[config.mk]
export PLATFORM = sky130hd
export DESIGN_NAME = serial_link_obi_tx_fifo
export DESIGN_NICKNAME = d
export VERILOG_FILES = /design/src/rtl/serial_link_obi_tx_fifo.sv
export SDC_FILE = /design/constraint.sdc
export NUM_CORES = 1
export LEC_CHECK = 0
export ABC_CLOCK_PERIOD_IN_PS = 9450
export CORE_MARGIN = 2
export CORE_UTILIZATION = 60
export CTS_BUF_LIST = sky130_fd_sc_hd__clkbuf_4 sky130_fd_sc_hd__clkbuf_8 sky130_fd_sc_hd__clkbuf_16
export DETAILED_ROUTE_END_ITERATION = 6
export DONT_BUFFER_PORTS = 1
export PLACE_DENSITY = 0.76
export SYNTH_ARGS = -nofsm -noshare
export SYNTH_HDL_FRONTEND = slang
export SYNTH_SLANG_ARGS = --single-unit
[constraint.sdc]
create_clock -name clk_i -period 9.45 [get_ports clk_i]
set_input_delay 1.89 -clock clk_i [delete_from_list [all_inputs] [get_ports clk_i]]
set_output_delay 1.89 -clock clk_i [all_outputs]
set_load 0.02 [all_outputs]
[src/rtl/serial_link_obi_tx_fifo.sv]
// Transmit FIFO for the serial link. The host pushes words over an OBI slave port.
// An AXI write master drains one single-beat write per entry to a programmable address.
module serial_link_obi_tx_fifo #(
  parameter int unsigned          Depth       = 8,
  parameter int unsigned          AddrWidth   = 32,
  parameter int unsigned          DataWidth   = 32,
  parameter logic [AddrWidth-1:0] DestAddrRst = '0
) (
  input  logic                 clk_i,
  input  logic                 rst_ni,
  input  logic                 obi_req_i,
  output logic                 obi_gnt_o,
  input  logic [AddrWidth-1:0] obi_addr_i,
  input  logic                 obi_we_i,
  input  logic [3:0]           obi_be_i,
  input  logic [31:0]          obi_wdata_i,
  output logic                 obi_rvalid_o,
  output logic [31:0]          obi_rdata_o,
  output logic                 aw_valid_o,
  input  logic                 aw_ready_i,
  output logic [AddrWidth-1:0] aw_addr_o,
  output logic                 w_valid_o,
  input  logic                 w_ready_i,
  output logic [31:0]          w_data_o,
  output logic [3:0]           w_strb_o,
  input  logic                 b_valid_i,
  output logic                 b_ready_o,
  input  logic [1:0]           b_resp_i,
  output logic                 fifo_empty_o,
  output logic                 fifo_full_o,
  output logic                 busy_o
);

  localparam int unsigned PtrW = $clog2(Depth);
  localparam int unsigned CntW = PtrW + 1;

  localparam logic [1:0] REG_DATA   = 2'd0;
  localparam logic [1:0] REG_STATUS = 2'd1;
  localparam logic [1:0] REG_DEST   = 2'd2;
  localparam logic [1:0] REG_ERR    = 2'd3;

  typedef enum logic [1:0] {IDLE, SEND, WAIT_B} state_e;

  state_e                 state_reg, state_next;
  logic                   aw_done_reg, aw_done_next;
  logic                   w_done_reg, w_done_next;
  logic [AddrWidth-1:0]   aw_addr_reg, aw_addr_next;
  logic [31:0]            w_data_reg;
  logic [3:0]             w_strb_reg;

  logic [35:0]            mem [Depth];
  logic [PtrW-1:0]        wr_ptr_reg, rd_ptr_reg;
  logic [CntW-1:0]        count_reg;
  logic [AddrWidth-1:0]   dest_addr_reg;
  logic [7:0]             err_cnt_reg;
  logic                   rvalid_reg;
  logic [31:0]            rdata_reg;

  logic [1:0]             reg_sel;
  logic                   access, push, pop, load;
  logic [31:0]            rd_val;
  logic                   unused_addr_bits;

  assign reg_sel          = obi_addr_i[3:2];
  assign unused_addr_bits = ^{obi_addr_i[AddrWidth-1:4], obi_addr_i[1:0]};

  assign fifo_empty_o = (count_reg == '0);
  assign fifo_full_o  = (count_reg == CntW'(Depth));
  assign busy_o       = (state_reg != IDLE);

  // A DATA write into a full FIFO is the only access that is ever stalled.
  assign obi_gnt_o = !(obi_we_i && (reg_sel == REG_DATA) && fifo_full_o);
  assign access    = obi_req_i & obi_gnt_o;
  assign push      = access & obi_we_i & (reg_sel == REG_DATA);
  assign pop       = (state_reg == WAIT_B) & b_valid_i;
  assign load      = (state_reg == IDLE) & ~fifo_empty_o;

  // Storage and the head read have no reset; valids gate everything downstream.
  always_ff @(posedge clk_i) begin
    if (push) mem[wr_ptr_reg] <= {obi_wdata_i, obi_be_i};
    if (load) {w_data_reg, w_strb_reg} <= mem[rd_ptr_reg];
  end

  always_ff @(posedge clk_i or negedge rst_ni) begin
    if (!rst_ni) begin
      wr_ptr_reg <= '0;
      rd_ptr_reg <= '0;
      count_reg  <= '0;
    end else begin
      if (push) wr_ptr_reg <= wr_ptr_reg + PtrW'(1);
      if (pop)  rd_ptr_reg <= rd_ptr_reg + PtrW'(1);
      case ({push, pop})
        2'b10:   count_reg <= count_reg + CntW'(1);
        2'b01:   count_reg <= count_reg - CntW'(1);
        default: count_reg <= count_reg;
      endcase
    end
  end

  always_comb begin
    rd_val = '0;
    case (reg_sel)
      REG_STATUS: begin
        rd_val[0]    = fifo_empty_o;
        rd_val[1]    = fifo_full_o;
        rd_val[2]    = busy_o;
        rd_val[15:8] = 8'(count_reg);
      end
      REG_DEST: rd_val = 32'(dest_addr_reg);
      REG_ERR:  rd_val[7:0] = err_cnt_reg;
      default:  rd_val = '0;
    endcase
  end

  always_ff @(posedge clk_i or negedge rst_ni) begin
    if (!rst_ni) begin
      dest_addr_reg <= DestAddrRst;
      err_cnt_reg   <= '0;
      rvalid_reg    <= 1'b0;
      rdata_reg     <= '0;
    end else begin
      rvalid_reg <= access;
      rdata_reg  <= (access && !obi_we_i) ? rd_val : '0;
      if (access && obi_we_i && (reg_sel == REG_DEST))
        dest_addr_reg <= AddrWidth'(obi_wdata_i);
      // A software clear takes priority over a simultaneous error response.
      if (access && obi_we_i && (reg_sel == REG_ERR))
        err_cnt_reg <= '0;
      else if (pop && (b_resp_i != 2'b00) && (err_cnt_reg != 8'hFF))
        err_cnt_reg <= err_cnt_reg + 8'd1;
    end
  end

  assign obi_rvalid_o = rvalid_reg;
  assign obi_rdata_o  = rdata_reg;

  always_ff @(posedge clk_i or negedge rst_ni) begin
    if (!rst_ni) begin
      state_reg   <= IDLE;
      aw_done_reg <= 1'b0;
      w_done_reg  <= 1'b0;
      aw_addr_reg <= DestAddrRst;
    end else begin
      state_reg   <= state_next;
      aw_done_reg <= aw_done_next;
      w_done_reg  <= w_done_next;
      aw_addr_reg <= aw_addr_next;
    end
  end

  always_comb begin
    state_next   = state_reg;
    aw_done_next = aw_done_reg;
    w_done_next  = w_done_reg;
    aw_addr_next = aw_addr_reg;
    aw_valid_o   = 1'b0;
    w_valid_o    = 1'b0;
    b_ready_o    = 1'b0;
    case (state_reg)
      IDLE: begin
        if (!fifo_empty_o) begin
          state_next   = SEND;
          aw_addr_next = dest_addr_reg;
          aw_done_next = 1'b0;
          w_done_next  = 1'b0;
        end
      end
      SEND: begin
        aw_valid_o = !aw_done_reg;
        w_valid_o  = !w_done_reg;
        if (aw_valid_o && aw_ready_i) aw_done_next = 1'b1;
        if (w_valid_o && w_ready_i)   w_done_next  = 1'b1;
        if ((aw_done_reg || aw_ready_i) && (w_done_reg || w_ready_i))
          state_next = WAIT_B;
      end
      WAIT_B: begin
        b_ready_o = 1'b1;
        if (b_valid_i) state_next = IDLE;
      end
      default: state_next = IDLE;
    endcase
  end

  assign aw_addr_o = aw_addr_reg;
  assign w_data_o  = w_data_reg;
  assign w_strb_o  = w_strb_reg;

endmodule

==> flow_summary.json <==
{
  "nets": 928,
  "avgSynthCellArea_um2": 20.4,
  "final_cell_mix": "edfxtp_1 (324), dfrtp_1 (116), mux2_2 (94)",
  "hold_end": "dest_addr_reg[28]",
  "synthCells": 819,
  "cts_sinks": 443,
  "design.core.area_um2": 27600,
  "first_iter_violations": 695,
  "design.die.area_um2": 29200,
  "synth_edf_count": 324,
  "worst_slew_pin_slew_ns": 1.24,
  "endpoint_kind": "output port",
  "hp-start": "dest_addr_reg[28]",
  "r2r_end": "w_data_o[13]",
  "power_frac_seq": 0.519,
  "rrSetupSlack_ns": 6.14,
  "final_common_cell": "edfxtp_1",
  "regMostFlops": "mem",
  "total_power_mw": 5.62,
  "grtUsageTotal": 0.230,
  "slew_violations": 0,
  "grt_pass1_vias": 8083,
  "die_h_um": 171,
  "gp_congestion": 0.782,
  "max_freq_mhz": 227,
  "finClkSkew_ns": 0.0101,
  "max-cap-violations": 0,
  "reg2reg_from": "count_reg[0]",
  "dp_hpwl_um": 17900,
  "drc": 0,
  "vias": 7754,
  "synthToLayoutAreaGrowth_pct": 11.9,
  "clockBufferDepth": 3,
  "rows": 61,
  "routedWlPerCell_um": 25.8,
  "routed_wl_um": 32400,
  "fp.dieW_um": 171,
  "ys_ff_latch": 443,
  "fin_area_um2": 18700,
  "combPwrFrac": 0.163,
  "post-cts-setup-buffer-count": 0,
  "grt_pass1_wl_um": 49000,
  "synth_fp_nets": 907,
  "peakVddDrop_uv": 249,
  "switchingPower_mw": 1.58,
  "slew_headroom": 0.171,
  "clock-root-buffer": "clkbuf_16",
  "start_util": 0.605,
  "hold_path.class": "register to register",
  "clk_pin_slew_ns": 0.05,
  "leakagePower_nw": 6.60,
  "drive_gt1_frac": 0.309,
  "grt_overflow": 0,
  "cts.hold.buffers_added": 0,
  "insertion_delay_ns": 0.53,
  "power_frac_clock": 0.317,
  "antenna_found_initial": 1,
  "cts_resized": 0,
  "ys_types": 45,
  "place_ws_ns": 5.00,
  "synth_area_um2": 16700,
  "cts_tree": "done",
  "reg2regPathDepth": 4,
  "viasPerCell": 6.18,
  "largest_reg_flops": 288,
  "ys.flop_type": "edfxtp_1",
  "setup_slack_ns": 5.04,
  "fin_setup_tns_ns": 0,
  "io_pins": 185,
  "p_sw_frac": 0.281,
  "cp.arrival_ns": 2.52,
  "crit_required_ns": 7.56,
  "n_antenna_cell": 0,
  "hold_depth": 1,
  "status": "completed",
  "cell_internal_pwr_mw": 4.04,
  "postPlaceCellArea_um2": 17200,
  "ant_nets": 0,
  "finalCritPeriodShare": 0.467,
  "critPathKind": "input port to output port",
  "hold-worst-slack_ns": 0.511,
  "yosys_warnings": 0,
  "hold_viol_final": 0,
  "first_pass_iters": 5,
  "numPortBuffers": 0,
  "synthArstFlopShare": 0.269,
  "nFillCells": 1709,
  "grt_max_degree": 120,
  "rsz0062_at_grt": "false",
  "cts-buffers-inserted": 44,
  "setup_viol_count_final": 0,
  "power_density_nw_per_um2": 300,
  "cp-start-kind": "input port",
  "path_max_fanout": 4,
  "ys_seq_area_frac": 0.760,
  "period_needed_ns": 4.41,
  "h-tree-depth": 2
}
==> cells by family (layout without fill, tap and decap cells) <==
family          count (synthesis)  after routing  share of synthesized area
flops                         443            443                      0.760
mux                           176            176                      0.167
simple gates                  101            101                     0.0338
buf+inv                        43            100                     0.0114
compound gates                 36             36                     0.0145
fa+ha+maj                      11             11                    0.00824
xor+xnor                        9              9                    0.00472
==> metal layers <==
layer,vias to the layer above,track usage,part of all wire
li1,3292,-,-
met1,4102,0.324,0.41
met2,334,0.375,0.51
met3,26,0.0560,0.075
met4,0,0.0486,0.0090
met5,-,0,0
==> worst max-delay path, stage by stage <==
cell and delay, ns:
inv_1 0.10, ha_1 0.27, nand3_1 0.26
==> Yosys cell counts (all sizes together), types with 2 or more instances <==
library cell	n	area (um^2)
inv	7	26.3
or3	3	18.8
nor2b	3	18.8
nand3b	2	15.0
nor2	24	90.1
or2	2	12.5
and3	22	138
or4	2	18.8
mux4	72	1620
o31ai	2	15.0
ha	11	138
a22o	5	43.8
a22oi	4	30.0
mux2	102	1150
nor3	4	20.0
a21oi	8	40.0
clkbuf	20	75.1
xnor2	4	35.0
nor4	3	25.0
edfxtp	324	9730
buf	16	88.8
dfrtp	119	2980
and2	4	25.0
mux2i	2	20.0
nand3	6	30.0
o22ai	2	12.5
o21ai	8	40.0
xor2	5	43.8
a222oi	3	30.0
nand2	17	63.8
nand2b	5	38.8
==> cell type report <==
cell class / instances / area (um^2) / share of cell area
Clock buffer: 57 / 1240 / 0.0664
Clock inverter: 25 / 278 / 0.0149
Inverter: 7 / 26.3 / 0.00141
Multi-Input combinational cell: 333 / 3880 / 0.208
Sequential cell: 443 / 12700 / 0.680
Tap cell: 378 / 473 / 0.0253
Timing Repair Buffer: 11 / 82.6 / 0.00442
==> through the flow <==
| stage | cells | util |
|---|---|---|
| after floorplan | 819 | - |
| after global placement | 1172 | 0.622 |
| after detailed placement | 1172 | 0.622 |
| after CTS | 1254 | 0.677 |
| after global routing | 1254 | 0.677 |
| final | 1254 | 0.677 |
==> worst max path at each step <==
stage / depth (start not counted) / startpoint / endpoint
after detailed placement: 6 / obi_addr_i[2] / dest_addr_reg[23]
after global routing: 3 / obi_addr_i[2] / obi_gnt_o
after floorplan: 5 / obi_addr_i[2] / mem[0][0]
after CTS: 3 / obi_addr_i[2] / obi_gnt_o
final: 3 / obi_addr_i[2] / obi_gnt_o
after global placement: 3 / obi_addr_i[2] / obi_gnt_o
==> power groups by stage <==
stage	clock network (mW)	registers, mW	logic [mW]
after global routing	1.89	2.96	0.993
after CTS	1.81	2.93	0.935
after global placement	0	2.95	0.892
final	1.78	2.92	0.917
after detailed placement	0	2.96	0.927
after floorplan	0	2.74	0.880
Note: power is estimated with default switching activity, not from simulation.
